`src/rtl/csr_pkg.sv`:
```
// Shared constants and types for the machine-mode CSR unit.
// Holds CSR addresses, the funct3 encoding, mstatus/mip bit positions and WARL masks.
package csr_pkg;

    typedef enum logic [2:0] {
        CSR_RW  = 3'b001,
        CSR_RS  = 3'b010,
        CSR_RC  = 3'b011,
        CSR_RWI = 3'b101,
        CSR_RSI = 3'b110,
        CSR_RCI = 3'b111
    } csr_op_t;

    localparam logic [11:0] ADDR_MSTATUS       = 12'h300;
    localparam logic [11:0] ADDR_MISA          = 12'h301;
    localparam logic [11:0] ADDR_MIE           = 12'h304;
    localparam logic [11:0] ADDR_MTVEC         = 12'h305;
    localparam logic [11:0] ADDR_MCOUNTINHIBIT = 12'h320;
    localparam logic [11:0] ADDR_MHPMEVENT3    = 12'h323;
    localparam logic [11:0] ADDR_MSCRATCH      = 12'h340;
    localparam logic [11:0] ADDR_MEPC          = 12'h341;
    localparam logic [11:0] ADDR_MCAUSE        = 12'h342;
    localparam logic [11:0] ADDR_MTVAL         = 12'h343;
    localparam logic [11:0] ADDR_MIP           = 12'h344;
    localparam logic [11:0] ADDR_MCYCLE        = 12'hB00;
    localparam logic [11:0] ADDR_MINSTRET      = 12'hB02;
    localparam logic [11:0] ADDR_MHPMCOUNTER3  = 12'hB03;
    localparam logic [11:0] ADDR_MCYCLEH       = 12'hB80;
    localparam logic [11:0] ADDR_MINSTRETH     = 12'hB82;
    localparam logic [11:0] ADDR_MHPMCOUNTER3H = 12'hB83;
    localparam logic [11:0] ADDR_CYCLE         = 12'hC00;
    localparam logic [11:0] ADDR_INSTRET       = 12'hC02;
    localparam logic [11:0] ADDR_CYCLEH        = 12'hC80;
    localparam logic [11:0] ADDR_INSTRETH      = 12'hC82;
    localparam logic [11:0] ADDR_MVENDORID     = 12'hF11;
    localparam logic [11:0] ADDR_MARCHID       = 12'hF12;
    localparam logic [11:0] ADDR_MIMPID        = 12'hF13;
    localparam logic [11:0] ADDR_MHARTID       = 12'hF14;

    localparam int MSTATUS_MIE  = 3;
    localparam int MSTATUS_MPIE = 7;

    // Interrupt cause codes double as the mip/mie bit positions.
    localparam int IRQ_MSI = 3;
    localparam int IRQ_MTI = 7;
    localparam int IRQ_MEI = 11;

    localparam logic [31:0] MIE_MASK          = 32'h0000_0888;
    localparam logic [31:0] MTVEC_MASK        = ~32'h0000_0002;
    localparam logic [31:0] MEPC_MASK         = ~32'h0000_0003;
    localparam logic [31:0] MISA_VALUE        = 32'h4000_0100;
    localparam logic [31:0] INHIBIT_BASE_MASK = 32'h0000_0005;

endpackage

```
`src/rtl/csr_counter.sv`:
```
// CNT_W-bit event counter exposed as two 32-bit CSR halves.
// A write to one half wins over the increment and leaves the other half untouched.
module csr_counter #(
    parameter int CNT_W = 64
) (
    input  logic        clk,
    input  logic        rst,
    input  logic        inc,
    input  logic        wr_lo,
    input  logic        wr_hi,
    input  logic [31:0] wdata,
    output logic [31:0] rd_lo,
    output logic [31:0] rd_hi
);

    logic [CNT_W-1:0] cnt;

    always_ff @(posedge clk or posedge rst) begin
        if (rst) begin
            cnt <= '0;
        end else if (wr_lo) begin
            cnt <= {cnt[CNT_W-1:32], wdata};
        end else if (wr_hi) begin
            cnt <= CNT_W'({wdata, cnt[31:0]});
        end else if (inc) begin
            cnt <= cnt + CNT_W'(1);
        end
    end

    assign rd_lo = cnt[31:0];
    assign rd_hi = 32'(cnt >> 32);

endmodule

```
`src/rtl/csr_unit_m.sv`:
```
// Machine-mode CSR unit: WARL CSRs, illegal-access detection, trap/MRET, interrupts, counters.
// Define CSR_HPM_EN to implement mhpmcounter3.. and mhpmevent3.. (otherwise they read 0).
module csr_unit_m
    import csr_pkg::*;
#(
    parameter int          HART_ID     = 0,
    parameter int          VENDOR_ID   = 0,
    parameter logic [31:0] MTVEC_RESET = 32'h0000_0000,
    parameter int          CNT_W       = 64,
    parameter int          NUM_HPM     = 2
) (
    input  logic                                   clk,
    input  logic                                   rst,
    input  logic                                   csr_valid,
    input  logic [2:0]                             csr_op,
    input  logic [11:0]                            csr_addr,
    input  logic [31:0]                            csr_rs1_val,
    input  logic [4:0]                             csr_uimm,
    input  logic                                   csr_rd_nz,
    output logic [31:0]                            csr_rdata,
    output logic                                   csr_illegal,
    input  logic                                   trap_valid,
    input  logic [31:0]                            trap_cause,
    input  logic [31:0]                            trap_epc,
    input  logic [31:0]                            trap_tval,
    input  logic                                   mret,
    input  logic                                   instret_inc,
    input  logic [((NUM_HPM > 0) ? NUM_HPM : 1)-1:0] hpm_event,
    input  logic                                   irq_mtip,
    input  logic                                   irq_msip,
    input  logic                                   irq_meip,
    output logic [31:0]                            trap_vector,
    output logic [31:0]                            mepc_out,
    output logic                                   irq_pending
);

    localparam int HPM_SZ = (NUM_HPM > 0) ? NUM_HPM : 1;
`ifdef CSR_HPM_EN
    localparam logic [31:0] INHIBIT_MASK = INHIBIT_BASE_MASK | (((32'd1 << NUM_HPM) - 32'd1) << 3);
`else
    localparam logic [31:0] INHIBIT_MASK = INHIBIT_BASE_MASK;
`endif

    csr_op_t     op;
    logic        is_write_op;
    logic [31:0] src;
    logic [31:0] old_val;
    logic [31:0] new_val;
    logic [31:0] hpm_rd;
    logic        hpm_range;
    logic        hit;
    logic        we;
    logic        rd_en;
    logic        illegal;
    logic        commit;

    logic        mst_mie;
    logic        mst_mpie;
    logic [31:0] mie_q;
    logic [31:0] mip_q;
    logic [31:0] mtvec_q;
    logic [31:0] mepc_q;
    logic [31:0] mcause_q;
    logic [31:0] mtval_q;
    logic [31:0] mscratch_q;
    logic [31:0] inhibit_q;
    logic [31:0] mstatus_rd;
    logic [31:0] vec_base;

    logic [31:0] cyc_lo, cyc_hi, ins_lo, ins_hi;

    assign op          = csr_op_t'(csr_op);
    assign is_write_op = (csr_op[1:0] == 2'b01);
    assign src         = csr_op[2] ? {27'b0, csr_uimm} : csr_rs1_val;
    assign we          = csr_valid & (is_write_op | (csr_uimm != 5'd0));
    assign rd_en       = csr_valid & (csr_rd_nz | ~is_write_op);
    assign mstatus_rd  = {19'b0, 2'b11, 3'b0, mst_mpie, 3'b0, mst_mie, 3'b0};

    // Unused HPM CSR windows stay legal and read as zero.
    assign hpm_range = ((csr_addr[11:5] == 7'h58) || (csr_addr[11:5] == 7'h5C) ||
                        (csr_addr[11:5] == 7'h19)) && (csr_addr[4:0] >= 5'd3);

    always_comb begin
        hit     = 1'b1;
        old_val = '0;
        case (csr_addr)
            ADDR_MSTATUS:              old_val = mstatus_rd;
            ADDR_MISA:                 old_val = MISA_VALUE;
            ADDR_MIE:                  old_val = mie_q;
            ADDR_MTVEC:                old_val = mtvec_q;
            ADDR_MCOUNTINHIBIT:        old_val = inhibit_q;
            ADDR_MSCRATCH:             old_val = mscratch_q;
            ADDR_MEPC:                 old_val = mepc_q;
            ADDR_MCAUSE:               old_val = mcause_q;
            ADDR_MTVAL:                old_val = mtval_q;
            ADDR_MIP:                  old_val = mip_q;
            ADDR_MVENDORID:            old_val = 32'(VENDOR_ID);
            ADDR_MARCHID, ADDR_MIMPID: old_val = '0;
            ADDR_MHARTID:              old_val = 32'(HART_ID);
            ADDR_MCYCLE, ADDR_CYCLE:       old_val = cyc_lo;
            ADDR_MCYCLEH, ADDR_CYCLEH:     old_val = cyc_hi;
            ADDR_MINSTRET, ADDR_INSTRET:   old_val = ins_lo;
            ADDR_MINSTRETH, ADDR_INSTRETH: old_val = ins_hi;
            default: begin
                hit     = hpm_range;
                old_val = hpm_rd;
            end
        endcase
    end

    always_comb begin
        case (op)
            CSR_RW, CSR_RWI: new_val = src;
            CSR_RS, CSR_RSI: new_val = old_val | src;
            CSR_RC, CSR_RCI: new_val = old_val & ~src;
            default:         new_val = old_val;
        endcase
    end

    // funct3 000/100 are not CSR ops and are flagged rather than silently ignored.
    assign illegal = csr_valid & (~hit | (we & (csr_addr[11:10] == 2'b11)) |
                                  (csr_op[1:0] == 2'b00));
    assign commit  = we & ~illegal & ~trap_valid & ~mret;

    assign csr_rdata   = (rd_en & ~illegal) ? old_val : '0;
    assign csr_illegal = illegal;
    assign mepc_out    = mepc_q;
    assign irq_pending = mst_mie & (|(mip_q & mie_q));

    assign vec_base    = mtvec_q & ~32'd3;
    assign trap_vector = (mtvec_q[0] & trap_cause[31]) ?
                         vec_base + {25'b0, trap_cause[4:0], 2'b00} : vec_base;

    always_ff @(posedge clk or posedge rst) begin
        if (rst) begin
            mst_mie    <= 1'b0;
            mst_mpie   <= 1'b0;
            mie_q      <= '0;
            mip_q      <= '0;
            mtvec_q    <= MTVEC_RESET & ~32'd3;
            mepc_q     <= '0;
            mcause_q   <= '0;
            mtval_q    <= '0;
            mscratch_q <= '0;
            inhibit_q  <= '0;
        end else begin
            mip_q <= (32'(irq_msip) << IRQ_MSI) | (32'(irq_mtip) << IRQ_MTI) |
                     (32'(irq_meip) << IRQ_MEI);
            if (trap_valid) begin
                mepc_q   <= trap_epc & MEPC_MASK;
                mcause_q <= trap_cause;
                mtval_q  <= trap_tval;
                mst_mpie <= mst_mie;
                mst_mie  <= 1'b0;
            end else if (mret) begin
                mst_mie  <= mst_mpie;
                mst_mpie <= 1'b1;
            end else if (commit) begin
                case (csr_addr)
                    ADDR_MSTATUS: begin
                        mst_mie  <= new_val[MSTATUS_MIE];
                        mst_mpie <= new_val[MSTATUS_MPIE];
                    end
                    ADDR_MIE:           mie_q      <= new_val & MIE_MASK;
                    ADDR_MTVEC:         mtvec_q    <= new_val & MTVEC_MASK;
                    ADDR_MCOUNTINHIBIT: inhibit_q  <= new_val & INHIBIT_MASK;
                    ADDR_MSCRATCH:      mscratch_q <= new_val;
                    ADDR_MEPC:          mepc_q     <= new_val & MEPC_MASK;
                    ADDR_MCAUSE:        mcause_q   <= new_val;
                    ADDR_MTVAL:         mtval_q    <= new_val;
                    default: ;
                endcase
            end
        end
    end

    csr_counter #(.CNT_W(CNT_W)) u_mcycle (
        .clk   (clk),
        .rst   (rst),
        .inc   (~inhibit_q[0]),
        .wr_lo (commit && (csr_addr == ADDR_MCYCLE)),
        .wr_hi (commit && (csr_addr == ADDR_MCYCLEH)),
        .wdata (new_val),
        .rd_lo (cyc_lo),
        .rd_hi (cyc_hi)
    );

    csr_counter #(.CNT_W(CNT_W)) u_minstret (
        .clk   (clk),
        .rst   (rst),
        .inc   (instret_inc & ~inhibit_q[2]),
        .wr_lo (commit && (csr_addr == ADDR_MINSTRET)),
        .wr_hi (commit && (csr_addr == ADDR_MINSTRETH)),
        .wdata (new_val),
        .rd_lo (ins_lo),
        .rd_hi (ins_hi)
    );

`ifdef CSR_HPM_EN
    logic [HPM_SZ-1:0] hpm_ev_q;
    logic [31:0]       hpm_lo [HPM_SZ];
    logic [31:0]       hpm_hi [HPM_SZ];

    always_ff @(posedge clk or posedge rst) begin
        if (rst) begin
            hpm_ev_q <= '0;
        end else begin
            for (int i = 0; i < NUM_HPM; i++) begin
                if (commit && (csr_addr == ADDR_MHPMEVENT3 + 12'(i))) hpm_ev_q[i] <= new_val[0];
            end
        end
    end

    always_comb begin
        hpm_rd = '0;
        for (int i = 0; i < NUM_HPM; i++) begin
            if (csr_addr == ADDR_MHPMCOUNTER3 + 12'(i))  hpm_rd = hpm_lo[i];
            if (csr_addr == ADDR_MHPMCOUNTER3H + 12'(i)) hpm_rd = hpm_hi[i];
            if (csr_addr == ADDR_MHPMEVENT3 + 12'(i))    hpm_rd = {31'b0, hpm_ev_q[i]};
        end
    end

    for (genvar g = 0; g < NUM_HPM; g++) begin : g_hpm
        csr_counter #(.CNT_W(CNT_W)) u_cnt (
            .clk   (clk),
            .rst   (rst),
            .inc   (hpm_event[g] & hpm_ev_q[g] & ~inhibit_q[3+g]),
            .wr_lo (commit && (csr_addr == ADDR_MHPMCOUNTER3 + 12'(g))),
            .wr_hi (commit && (csr_addr == ADDR_MHPMCOUNTER3H + 12'(g))),
            .wdata (new_val),
            .rd_lo (hpm_lo[g]),
            .rd_hi (hpm_hi[g])
        );
    end
`else
    logic unused_hpm;
    assign unused_hpm = ^hpm_event;
    assign hpm_rd     = '0;
`endif

endmodule

```
`config.mk`:
```
export PLATFORM = sky130hd
export DESIGN_NAME = csr_unit_m
export DESIGN_NICKNAME = d
export VERILOG_FILES = /design/src/rtl/csr_pkg.sv /design/src/rtl/csr_counter.sv /design/src/rtl/csr_unit_m.sv
export SDC_FILE = /design/constraint.sdc
export NUM_CORES = 1
export LEC_CHECK = 0
export CELL_PAD_IN_SITES_DETAIL_PLACEMENT = 0
export CELL_PAD_IN_SITES_GLOBAL_PLACEMENT = 1
export CORE_UTILIZATION = 46
export DETAILED_ROUTE_END_ITERATION = 7
export PLACE_DENSITY = 0.95
export REMOVE_ABC_BUFFERS = 1
export SYNTH_ARGS = -nofsm -noshare
export SYNTH_HDL_FRONTEND = slang
export SYNTH_SLANG_ARGS = --single-unit
```
`constraint.sdc`:
```
create_clock -name clk -period 20.7 [get_ports clk]
set_input_delay 3.105 -clock clk [delete_from_list [all_inputs] [get_ports clk]]
set_output_delay 3.105 -clock clk [all_outputs]
set_load 0.1 [all_outputs]
```
**Word-level counts from Yosys, hierarchy flattened**

Cells that the tools add are included.

- Word-level logic and storage cells: 155
- Register bits: 306
- Input port bits: 160
- Output and inout bits: 98

- Eq/ne operators: 38
- Muxes and demuxes: 32
- Bitwise gates (word level): 29
- $add $sub $neg: 3
- Reductions and logical operators: 38
- $lt $le $gt $ge: 1

Operators with widths:

| cell | count |
|---|---|
| two-way mux 32 bit | 17 |
| one-hot mux 32 bit (14 select lines) | 1 |
| two-way mux 64 bit | 4 |
| equality test 12 bit, second input constant | 12 |
| adder 64 x 1 -> 64 bit, second input constant | 2 |
| equality test 12 x 10 -> 1 bit, second input constant | 10 |
| one-hot mux 32 bit (3 select lines) | 1 |
| adder 32 x 7 -> 32 bit | 1 |
| bitwise AND 32 bit | 1 |
| NOT 32 bit | 1 |
| OR 32 bit | 1 |
| OR reduction 32 bit | 1 |
| OR reduction 22 bit | 1 |
| AND reduction 4 bit | 4 |
| equality test 7 bit, second input constant | 2 |
| OR reduction 2 bit | 7 |
| bitwise AND 12 bit | 1 |
| OR 8 x 12 -> 12 bit | 1 |
| nonzero test 2 bit | 6 |
| bitwise AND 1 bit | 11 |
| AND reduction 2 bit | 5 |
| equality test 3 bit, second input constant | 3 |
| two-way mux 1 bit | 9 |
| AND reduction 3 bit | 3 |
| 16 further kinds | 36 |

**Longest topological paths before layout**

- Depth in word-level cells: 16
- Gate-level depth with buffers: 12
- Depth with buffers taken out: 10

**By module**

From an unflattened synthesis, not the netlist that was laid out.

- Cell total of the unflattened synthesis: 2394
- Area, all modules: 20078.0 sq um

By module, submodules not included:

| module | cells an instance | area an instance (sq um) | sequential area each (sq um) | instances |
|---|---|---|---|---|
| csr_unit_m | 1370 | 11462.2 | 4179.0 | 1 |
| csr_counter | 512 | 4307.9 | 1601.5 | 2 |

**Least setup slack after synthesis**

OpenSTA, ideal clock, no wires.

- Path kind: in2out
- Start: in csr_addr[7]
- End: out csr_rdata[22]
- Setup slack: 11151 ps
- Required time: 17595 ps
- Arrival: 6444 ps
- Stages: 10
- Path buffers: 4
- Cell sequence: buf_2 -> nor4_4 -> and3_1 -> buf_2 -> or4_1 -> o21ai_0 -> or3b_2 -> clkbuf_1 -> buf_2 -> a21oi_1

- Longest elaborated chain between the ends: 12
- Elaborated cells on any way between the ends: 42
- Those cells by class: 25 x eq/ne; 3 x mux; 6 x bitwise; 8 x reduce/logical

RTL lines:

| element | RTL line | source |
|---|---|---|
| start: declaration | csr_unit_m.sv:16 | `input logic [11:0] csr_addr,` |
| branches (longest 11 deep; another with OR reduction 22 bit) | - |  |
| two-way mux 32 bit * | csr_unit_m.sv:125 | `assign csr_rdata = (rd_en & ~illegal) ? old_val : '0;` |
| end: declaration | csr_unit_m.sv:20 | `output logic [31:0] csr_rdata,` |

Every way passes the cells marked *.

**Final worst setup path**

- Start: in csr_addr[3]
- End: out csr_rdata[31]

- Longest elaborated chain between the ends: 10
- Elaborated cells on any way between the ends: 38
- Those cells by class: 1 x order compare; 22 x eq/ne; 3 x mux; 6 x bitwise; 6 x reduce/logical

RTL lines:

| element | RTL line | source |
|---|---|---|
| equality test 12 bit (tied with other cells) | csr_unit_m.sv:86 | `case (csr_addr)` |
| OR reduction 22 bit (no line) or logical AND 1 bit (tied branches) | - |  |
| two-way mux 1 bit | csr_unit_m.sv:86 |  |
| NOT 1 bit | csr_unit_m.sv:121 | `assign illegal = csr_valid & (~hit \| (we & (csr_addr[11:10] == 2'b11)) \|` |
| OR 1 bit (2 in a row) | csr_unit_m.sv:121 |  |
| bitwise AND 1 bit | csr_unit_m.sv:121 |  |
| NOT 1 bit | csr_unit_m.sv:125 |  |
| bitwise AND 1 bit | csr_unit_m.sv:125 |  |
| two-way mux 32 bit * | csr_unit_m.sv:125 |  |

Mark *: on every way between the ends. The rest lies on a longest branch, timed or not.

==> flow_metrics.env <==
export IMPL_fillerInstances=3780
export IMPL_fmax_ghz=0.0876
export IMPL_rr_startpoint="u_mcycle.cnt[2]"
export IMPL_pwr_share_comb=0.161
export IMPL_synth_mux_area_frac=0.0367
export IMPL_cp_data_required_time_ns=17.59
export IMPL_core_area_um2=42000
export IMPL_synthSimpleGateAreaFrac=0.259
export IMPL_drive_above_1_share=0.0806
export IMPL_worstPathArrival_ns=8.31
export IMPL_drtAntennaViolNets=0
export IMPL_globalRoute_totalOverflow=0
export IMPL_hold_path_class="reg -> reg"
export IMPL_synth_top_cell_by_area="dfrtp_1"
export IMPL_p_int_uw=1100
export IMPL_syn_inst=2334
export IMPL_seq_power_share=0.409
export IMPL_design_area_um2=23600
export IMPL_period_share=0.552
export IMPL_grt_max_degree=168
export IMPL_seqCellArea_um2=7380
export IMPL_timing_worst_slew_pin_value_ns=1.26
export IMPL_sw_frac_of_total=0.299
export IMPL_p_sw_uw=470
export IMPL_synth_area_leaders="dfrtp_1, nand2_1, o21ai_0, a21oi_1, xnor2_1"
export IMPL_multiInputGateArea_um2=11500
export IMPL_tns_ns=0
export IMPL_fin_crit_ns=11.42
export IMPL_slowest_stage="clkdlybuf4s50_1"
export IMPL_cts_root_buffer="clkbuf_16"
export IMPL_yosys_area_share_adder=0.00546
export IMPL_syn_area_per_cell_um2=8.44
export IMPL_hold_violations=0
export IMPL_die_h_um=209
export IMPL_rsz0062_at_grt="false"
export IMPL_critPathKind="in -> out"
export IMPL_worstPathMaxFanout=32
export IMPL_power_density_nw_per_um2=66.5
export IMPL_crit_top_cell="clkdlybuf4s50_1"
export IMPL_cts_resized=0
export IMPL_crit_chain="clkdlybuf4s50_1 -> nor4bb_1 -> and3_1 -> buf_4 -> or4_1 -> o21ai_0 -> or3b_2 -> nor2_1 -> clkdlybuf4s50_1"
export IMPL_final_nets=2650
export IMPL_startpoint_type="input port"
export IMPL_numClockSinks=295
export IMPL_grt_pass1_vias=19500
export IMPL_synth_most_common_cell="dfrtp_1"
export IMPL_start_util=0.468
export IMPL_clkPwrFrac=0.430
export IMPL_gp_congestion=1.04
export IMPL_cts_tree="yes"
export IMPL_drv_slew=0
export IMPL_drt_pass1_iterations=8
export IMPL_max_stage_delay_ns=1.20
export IMPL_route_detailed_drc=0
export IMPL_syn_cell_area_um2=19700
export IMPL_hpwl_um=60300
export IMPL_synth_xor_area_frac=0.0507
export IMPL_io_buffer_count=249
export IMPL_drtIter0Drc=3288
export IMPL_htreeDepth=2
export IMPL_chipWidth_um=209
export IMPL_ys_flop_type="dfrtp_1"
export IMPL_ios=258
export IMPL_vdd_drop_max_mv=0.0428
export IMPL_synth_edf_count=0
export IMPL_worst_hold_startpoint="mscratch_q[31]"
export IMPL_ys_warn_count=0
export IMPL_post_cts_buffers=0
export IMPL_cp_startpoint="csr_addr[3]"
export IMPL_p_leak_uw=0.00892
export IMPL_synth_top_cell_area_share=0.375
export IMPL_antenna_found_initial=3
export IMPL_placementRows=75
export IMPL_insertion_delay_ns=0.57
export IMPL_relSlewSlack=0.155
export IMPL_status="finished, final reports clean"
export IMPL_n_antenna_cell=0
export IMPL_cp_top_family="simple AND/OR/NAND/NOR gates"
export IMPL_wire_per_inst_um=27.8
export IMPL_crit_buf_inv=3
export IMPL_clockBufferDepth=3
export IMPL_synth_common_cells="dfrtp_1, nand2_1, o21ai_0, nor2_1, a21oi_1"
export IMPL_yosysUniqueCellTypes=98
export IMPL_drv_cap=0
export IMPL_vias_per_cell=6.81
export IMPL_grt_pass1_wl_um=126000
export IMPL_wl_um=84700
export IMPL_areaGrowthSynthToFinish_pct=20.1
export IMPL_setup_viol_count_final=0
export IMPL_synth_compound_area_frac=0.226
export IMPL_clock_skew_ns=0.0129
export IMPL_grt_usage=0.383
export IMPL_final_util=0.562
export IMPL_placed_area_um2=22400
export IMPL_crit_path_end_kind="output pin"
export IMPL_clk_pin_slew_ns=0.06
export IMPL_cts_buffers_inserted=36
export IMPL_async_reset_ff_frac=1.00
export IMPL_ctsHoldBuffers=0
export IMPL_die_area_um2=43600
export IMPL_num_vias=20700
export IMPL_ys_seq_elements=295
export IMPL_synth_top_family_by_area="simple AND/OR/NAND/NOR gates"
export IMPL_yosysSeqAreaShare=0.375
-- cell families (layout without fill, tap and decap cells) --
logic type | Yosys count | in the layout
mux | 66 | 66
xor+xnor | 114 | 114
simple gates | 962 | 962
buf+inv | 209 | 377
compound gates | 679 | 679
other cells | 1 | 4
flops | 295 | 295
fa+ha+maj | 8 | 8
-- metrics by stage --
stage               worst slack [ns]  hold slack (ns)  cells  total power (uW)
floorplan                       8.65            0.445   2157               784
global placement                9.49            0.457   2983               895
detailed placement              9.45            0.465   2983               900
CTS                             9.43            0.479   3044              1570
global route                    9.18            0.498   3044              1610
finish                          9.28            0.479   3044              1570
-- worst paths after layout --
| kind | endpoint | slack (ns) | depth (start not counted) |
|---|---|---|---|
| worst max-delay path | csr_rdata[31] | 9.28 | 9 |
| worst min-delay path | mscratch_q[31] | 0.48 | 2 |
| worst max register to register | u_mcycle.cnt[63] | 17.24 | 7 |
| worst min register to register | mscratch_q[31] | 0.48 | 2 |
| max in group asynchronous | u_minstret.cnt[19] | 16.06 | 3 |
| min in group asynchronous | mepc_out[4] | 3.11 | 2 |
-- registers in the layout (all words and copies together) (netlist names) --
signal / flops
u_minstret.cnt: 64
mie_q: 3
mscratch_q: 32
inhibit_q: 2
mtvec_q: 31
mip_q: 3
mst_mie: 1
u_mcycle.cnt: 64
mtval_q: 32
mst_mpie: 1
mcause_q: 32
mepc_out: 30
-- power by group through the flow --
stage / registers (uW) / logic [uW] / clock network (uW)
finish: 644 / 253 / 676
global route: 647 / 267 / 698
CTS: 642 / 249 / 674
detailed placement: 652 / 248 / 0
global placement: 651 / 244 / 0
floorplan: 677 / 107 / 0
-- layout by cell type, fill, tap and decap left out, drive strengths merged, types with 35 or more instances in the layout --
cell type / count
nor2: 156
nand4: 83
clkbuf: 50
dfrtp: 295
a21oi: 148
xnor2: 75
and3: 35
mux2i: 35
buf: 41
nor3b: 48
xor2: 39
o21ai: 229
nand2: 275
nor2b: 67
clkdlybuf4s50: 246
nand3: 91
a22oi: 84
nor3: 68
-- per-layer routing --
layer	share of wire	up-vias	track usage
met4	0.046	2	0.168
met2	0.43	1457	0.566
met1	0.40	10100	0.524
met3	0.12	259	0.102
li1	-	8894	-
met5	0.00015	-	0
-- worst reg2reg max path: stages (launching register included) --
cell and delay [ns]:
dfrtp_1 0.55, nand3_1 0.30, nor4b_1 0.70, nand2_1 0.32, nor4_2 0.82, nand4_1 0.28, o32a_1 0.36, o21ai_0 0.07
-- area by class of cell --
| class | count | area share |
|---|---|---|
| clock buffer | 50 | 0.0447 |
| clock inverter | 11 | 0.00720 |
| inverter | 29 | 0.00492 |
| multi-input combinational | 1833 | 0.485 |
| sequential | 295 | 0.312 |
| tap | 539 | 0.0285 |
| timing repair buffer | 287 | 0.118 |
No activity file was read; power rests on OpenSTA's default activity.
